**config.mk**
```make
export PLATFORM = sky130hd
export DESIGN_NAME = unidade_controle_rodadas
export DESIGN_NICKNAME = d
export VERILOG_FILES = /design/src/rtl/unidade_controle_rodadas_pkg.sv /design/src/rtl/unidade_controle_rodadas_contador_timeout.sv /design/src/rtl/unidade_controle_rodadas.sv
export SDC_FILE = /design/constraint.sdc
export NUM_CORES = 1
export LEC_CHECK = 0
export ABC_AREA = 1
export BUFFER_PORTS_ARGS = -buffer_cell sky130_fd_sc_hd__buf_2
export CORE_ASPECT_RATIO = 0.9
export CORE_MARGIN = 10
export CORE_UTILIZATION = 40
export CTS_CLUSTER_DIAMETER = 30
export DETAILED_ROUTE_END_ITERATION = 8
export GPL_ROUTABILITY_DRIVEN = 1
export GPL_TIMING_DRIVEN = 0
export PLACE_DENSITY = 0.66
export SKIP_CTS_REPAIR_TIMING = 1
export SLEW_MARGIN = 10
export SYNTH_ARGS = -nofsm -noshare
export SYNTH_HDL_FRONTEND = slang
export SYNTH_SLANG_ARGS = --single-unit
```
**constraint.sdc**
```tcl
create_clock -name clock_i -period 1.7 [get_ports clock_i]
set_clock_uncertainty 0.15 [all_clocks]
set_input_delay 0.34 -clock clock_i [delete_from_list [all_inputs] [get_ports clock_i]]
set_output_delay 0.34 -clock clock_i [all_outputs]
set_load 0.005 [all_outputs]
```
**src/rtl/unidade_controle_rodadas_pkg.sv**
```systemverilog
// Shared definitions for the round-based memory game control unit: state encodings,
// timer default and the Moore output decode.
package unidade_controle_rodadas_pkg;

  localparam int unsigned TimeoutCyclesDefault = 5000;

  // Raw encodings, also consumed by the 7-segment debug decoder.
  localparam logic [3:0] EstInicial      = 4'h0;
  localparam logic [3:0] EstInicializa   = 4'h1;
  localparam logic [3:0] EstInicioRodada = 4'h2;
  localparam logic [3:0] EstEspera       = 4'h4;
  localparam logic [3:0] EstRegistra     = 4'h5;
  localparam logic [3:0] EstCompara      = 4'h6;
  localparam logic [3:0] EstProxima      = 4'h7;
  localparam logic [3:0] EstFimRodada    = 4'h8;
  localparam logic [3:0] EstEsgotado     = 4'hD;
  localparam logic [3:0] EstErro         = 4'hE;
  localparam logic [3:0] EstAcerto       = 4'hF;

  typedef enum logic [3:0] {
    StInicial      = EstInicial,
    StInicializa   = EstInicializa,
    StInicioRodada = EstInicioRodada,
    StEspera       = EstEspera,
    StRegistra     = EstRegistra,
    StCompara      = EstCompara,
    StProxima      = EstProxima,
    StFimRodada    = EstFimRodada,
    StEsgotado     = EstEsgotado,
    StErro         = EstErro,
    StAcerto       = EstAcerto
  } estado_e;

  typedef struct packed {
    logic zera_e;
    logic conta_e;
    logic zera_r;
    logic conta_r;
    logic zera_reg;
    logic registra_r;
    logic acertou;
    logic errou;
    logic timeout;
    logic pronto;
  } saidas_t;

  function automatic saidas_t decodifica_saidas(input estado_e est);
    saidas_t s;
    s = '0;
    case (est)
      StInicial, StInicializa: begin
        s.zera_e   = 1'b1;
        s.zera_r   = 1'b1;
        s.zera_reg = 1'b1;
      end
      StInicioRodada: s.zera_e     = 1'b1;
      StProxima:      s.conta_e    = 1'b1;
      StFimRodada:    s.conta_r    = 1'b1;
      StRegistra:     s.registra_r = 1'b1;
      StAcerto: begin
        s.acertou = 1'b1;
        s.pronto  = 1'b1;
      end
      StErro: begin
        s.errou  = 1'b1;
        s.pronto = 1'b1;
      end
      StEsgotado: begin
        s.errou   = 1'b1;
        s.timeout = 1'b1;
        s.pronto  = 1'b1;
      end
      default: s = '0;
    endcase
    return s;
  endfunction

endpackage

```
**src/rtl/unidade_controle_rodadas_contador_timeout.sv**
```systemverilog
// Per-play timeout counter: cleared by zera_i, counts while conta_i, flags count == M-1.
module contador_timeout #(
  parameter int unsigned M = 5000
) (
  input  logic clock_i,
  input  logic reset_ni,
  input  logic zera_i,
  input  logic conta_i,
  output logic fim_o
);

  localparam int unsigned Width = $clog2(M + 1);

  logic [Width-1:0] cnt_q, cnt_d;

  always_comb begin
    cnt_d = cnt_q;
    if (zera_i) begin
      cnt_d = '0;
    end else if (conta_i) begin
      cnt_d = cnt_q + 1'b1;
    end
  end

  always_ff @(posedge clock_i or negedge reset_ni) begin
    if (!reset_ni) begin
      cnt_q <= '0;
    end else begin
      cnt_q <= cnt_d;
    end
  end

  assign fim_o = (cnt_q == Width'(M - 1));

endmodule

```
**src/rtl/unidade_controle_rodadas.sv**
```systemverilog
// Moore control unit for the multi-round memory game: sequences the play/round counters,
// play register and comparator, with a built-in per-play timeout.
module unidade_controle_rodadas
  import unidade_controle_rodadas_pkg::*;
#(
  parameter int unsigned TimeoutCycles = TimeoutCyclesDefault
) (
  input  logic       clock_i,
  input  logic       reset_ni,
  input  logic       iniciar_i,
  input  logic       jogada_i,
  input  logic       igual_i,
  input  logic       fim_e_i,
  input  logic       fim_r_i,
  output logic       zera_e_o,
  output logic       conta_e_o,
  output logic       zera_r_o,
  output logic       conta_r_o,
  output logic       zera_reg_o,
  output logic       registra_r_o,
  output logic       acertou_o,
  output logic       errou_o,
  output logic       timeout_o,
  output logic       pronto_o,
  output logic [3:0] db_estado_o
);

  estado_e estado_q, estado_d;
  saidas_t saidas_q;
  logic    zera_timer, conta_timer, fim_timer, expirou;

  // Timer only runs in espera, so every entry into espera starts from zero.
  assign conta_timer = (estado_q == StEspera);
  assign zera_timer  = ~conta_timer;
  assign expirou     = conta_timer & fim_timer;

  contador_timeout #(
    .M(TimeoutCycles)
  ) u_timer (
    .clock_i (clock_i),
    .reset_ni(reset_ni),
    .zera_i  (zera_timer),
    .conta_i (conta_timer),
    .fim_o   (fim_timer)
  );

  always_comb begin
    estado_d = estado_q;
    case (estado_q)
      StInicial:      if (iniciar_i) estado_d = StInicializa;
      StInicializa:   estado_d = StInicioRodada;
      StInicioRodada: estado_d = StEspera;
      StEspera: begin
        if (jogada_i) begin
          estado_d = StRegistra;
        end else if (expirou) begin
          estado_d = StEsgotado;
        end
      end
      StRegistra:     estado_d = StCompara;
      StCompara: begin
        if (!igual_i) begin
          estado_d = StErro;
        end else if (!fim_e_i) begin
          estado_d = StProxima;
        end else if (!fim_r_i) begin
          estado_d = StFimRodada;
        end else begin
          estado_d = StAcerto;
        end
      end
      StProxima:      estado_d = StEspera;
      StFimRodada:    estado_d = StInicioRodada;
      StAcerto, StErro, StEsgotado: if (iniciar_i) estado_d = StInicializa;
      default:        estado_d = StInicial;
    endcase
  end

  // Outputs are registered from the next state so they always match the state register.
  always_ff @(posedge clock_i or negedge reset_ni) begin
    if (!reset_ni) begin
      estado_q <= StInicial;
      saidas_q <= decodifica_saidas(StInicial);
    end else begin
      estado_q <= estado_d;
      saidas_q <= decodifica_saidas(estado_d);
    end
  end

  assign zera_e_o     = saidas_q.zera_e;
  assign conta_e_o    = saidas_q.conta_e;
  assign zera_r_o     = saidas_q.zera_r;
  assign conta_r_o    = saidas_q.conta_r;
  assign zera_reg_o   = saidas_q.zera_reg;
  assign registra_r_o = saidas_q.registra_r;
  assign acertou_o    = saidas_q.acertou;
  assign errou_o      = saidas_q.errou;
  assign timeout_o    = saidas_q.timeout;
  assign pronto_o     = saidas_q.pronto;
  assign db_estado_o  = estado_q;

endmodule

```
==> impl_metrics.py <==
metrics = {
    "run_status": {
        "outcome": "finished clean",
    },
    "die": {
        "die_height_um": 74.9,
        "start_util_pct": 42.7,
        "core_sq_mm": 0.00314,
        "rows": 19,
        "die-area_sq_mm": 0.00607,
        "dieWidth_um": 81.0,
        "io_pins": 21,
    },
    "global_route": {
        "grt_use_met2_pct": 17.0,
        "grt_pass1_vias": 1185,
        "grt_use_met3_pct": 4.29,
        "grt_busiest_layer": "met2",
        "grtUsageMet1_pct": 11.9,
        "grt_util_all_layers_pct": 10.7,
        "grt.overflow.total": 0,
        "grt_max_degree": 27,
        "antenna_found_initial": 0,
        "grt_pass1_wl_um": 5130,
    },
    "worst_hold_path": {
        "hold_depth": 3,
        "holdPathEnd": "registra_r_o",
        "hold_class": "input port to flop",
        "worst_hold_startpoint": "jogada_i",
    },
    "yosys": {
        "synth-xor-area-share_pct": 1.96,
        "synth_fp_nets": 174,
        "synthMuxAreaShare_pct": 0,
        "syn_inst": 166,
        "synth_compound_gate_area_share_pct": 4.48,
        "syn_area_per_cell_sq_um": 8.07,
        "seq_area_frac_synth_pct": 48.7,
        "synthAdderAreaFrac_pct": 0.934,
        "synth.distinct_cells": 20,
        "synth_area_sq_mm": 0.00134,
        "synth_top_family_by_area": "simple AND/OR/NAND/NOR gates",
        "ys_ff_latch": 26,
        "synth-simple-area-share_pct": 34.9,
        "ys_warn_count": 0,
    },
    "finish": {
        "final_cell_count_no_fill": 234,
        "largest_reg_flops": 13,
        "final_nets": 201,
        "finish.utilization_pct": 50.8,
        "layout_common_cells": "nand2_1 (31), nor2_1 (24), dfrtp_1 (24)",
        "largest_register": "u_timer.cnt_q",
        "stdcell_area_sq_mm": 0.00159,
        "area_delta_synth_final_pct": 19.0,
        "drive_gt1_share_pct": 30.2,
        "num_antenna_cells": 0,
        "layout_commonest_cell": "nand2_1",
    },
    "timing": {
        "min_period_over_period_pct": 91.9,
        "setup_viol_count_final": 0,
        "fin_crit_ns": 1.56,
        "timing.fmax_mhz": 640,
        "fin_setup_tns_ns": 0,
        "timing.hold.ws_ns": 0.173,
        "finalMaxSlewViolations": 0,
        "slew_headroom_pct": 62.6,
        "final_hold_viol_count": 0,
        "tightest_slew_ns": 0.561,
    },
    "setup_path": {
        "worstPathRequired_ns": 1.72,
        "reg2reg_depth": 10,
        "crit_fanout": 7,
        "r2r_setup_slack_ns": 0.14,
        "critPathCaptureType": "flop",
        "regToRegStartpoint": "db_estado_o[3]",
        "critPathLaunchType": "flop",
        "critPathKind": "flop to flop",
        "cp.arrival_ns": 1.59,
        "reg2reg_to": "errou_o",
    },
    "placed_design": {
        "placed_area_sq_mm": 0.00149,
        "place_hpwl_um": 2210,
        "gp_congestion": 0.895,
        "dpl.cell_count": 228,
        "io_buffers": 20,
    },
    "route": {
        "wl_per_cell_um": 12.5,
        "drt_iter0_markers": 77,
        "dr_total_vias": 1135,
        "finalWirelength_um": 2920,
        "drc": 0,
        "viasPerCell": 4.85,
        "drt_pre_antenna_iters": 4,
        "ant_nets": 0,
    },
    "cts": {
        "htreeDepth": 1,
        "cts_tree": "done",
        "clock_path_buffers": 2,
        "clkLatencyLatePin_ns": 0.27,
        "numCtsBuffers": 3,
        "clockRootBuffer": "clkbuf_8",
        "cts_sinks": 26,
        "cts.clk_slew.worst_paths_ns": 0.09,
    },
    "pwr": {
        "peakVddDrop_mv": 0.851,
        "power.density_mw_per_mm2": 1400,
        "p_leak_nw": 0.833,
    },
    "run": {
        "cap_viol_max_count": 0,
    },
}
final cells by class:
| class | count | area (sq um) |
|---|---|---|
| multi-input cells | 111 | 579 |
| inverters | 27 | 101 |
| flip-flops and latches | 26 | 653 |
| fillers | 306 | 1540 |
| clock inverters | 1 | 30.0 |
| repair buffers | 22 | 118 |
| clock buffers | 3 | 41.3 |
| plain buffers | 2 | 18.8 |
| well taps | 42 | 52.6 |
per-layer routing:
layer	routed length [um]	share of wire, %
met2	1360	46
met3	196	6.7
met1	1260	43
met4	103	3.5
met5	0	0
per-stage QoR:
stage / total power, mW / setup WS (ns)
final: 2.23 / 0.137
after global placement: 1.69 / 0.0972
after global routing: 2.40 / -0.00482
after detailed placement: 1.71 / 0.0775
after floorplan: 1.46 / 0.218
after CTS: 2.23 / 0.0624
power breakdown:
part,internal [mW],switching (mW)
clock,0.315,0.196
combinational,0.334,0.539
sequential,0.742,0.102
total,1.39,0.838
kinds of logic (layout without fill, tap and decap cells):
group,Yosys count,count (layout)
flip-flops,26,26
buffers and inverters,29,55
adder cells (fa/ha/maj),1,1
AND/OR/NAND/NOR,95,95
XOR/XNOR,3,3
AO/OA/AOI/OAI,12,12
critical path, cell delays in order, from the launching register on:
cell and delay [ns]:
dfrtp_1 0.48, inv_2 0.09, nand2_1 0.08, nor2_1 0.18, nand2_1 0.08, nand2_2 0.09
nand2_2 0.08, nand2_4 0.08, nand2_2 0.08, inv_2 0.06, nor2_2 0.03
synth_stat cells (all sizes together):
library cell / count / area [sq um]
dfrtp: 24 / 601
inv: 27 / 101
ha: 1 / 12.5
nor3: 6 / 30.0
a21oi: 7 / 35.0
nand4: 3 / 18.8
nand2: 39 / 181
nor2: 34 / 168
buf: 2 / 18.8
nand3: 13 / 70.1
o21ai: 5 / 25.0
xor2: 3 / 26.3
dfstp: 2 / 52.6
worst max-delay path by stage:
| stage | startpoint | end |
|---|---|---|
| after detailed placement | u_timer.cnt_q[0] | timeout_o |
| final | db_estado_o[3] | errou_o |
| after floorplan | u_timer.cnt_q[0] | acertou_o |
| after global placement | u_timer.cnt_q[0] | timeout_o |
| after global routing | u_timer.cnt_q[1] | timeout_o |
| after CTS | u_timer.cnt_q[0] | timeout_o |
(Power assumes the default switching activity.)
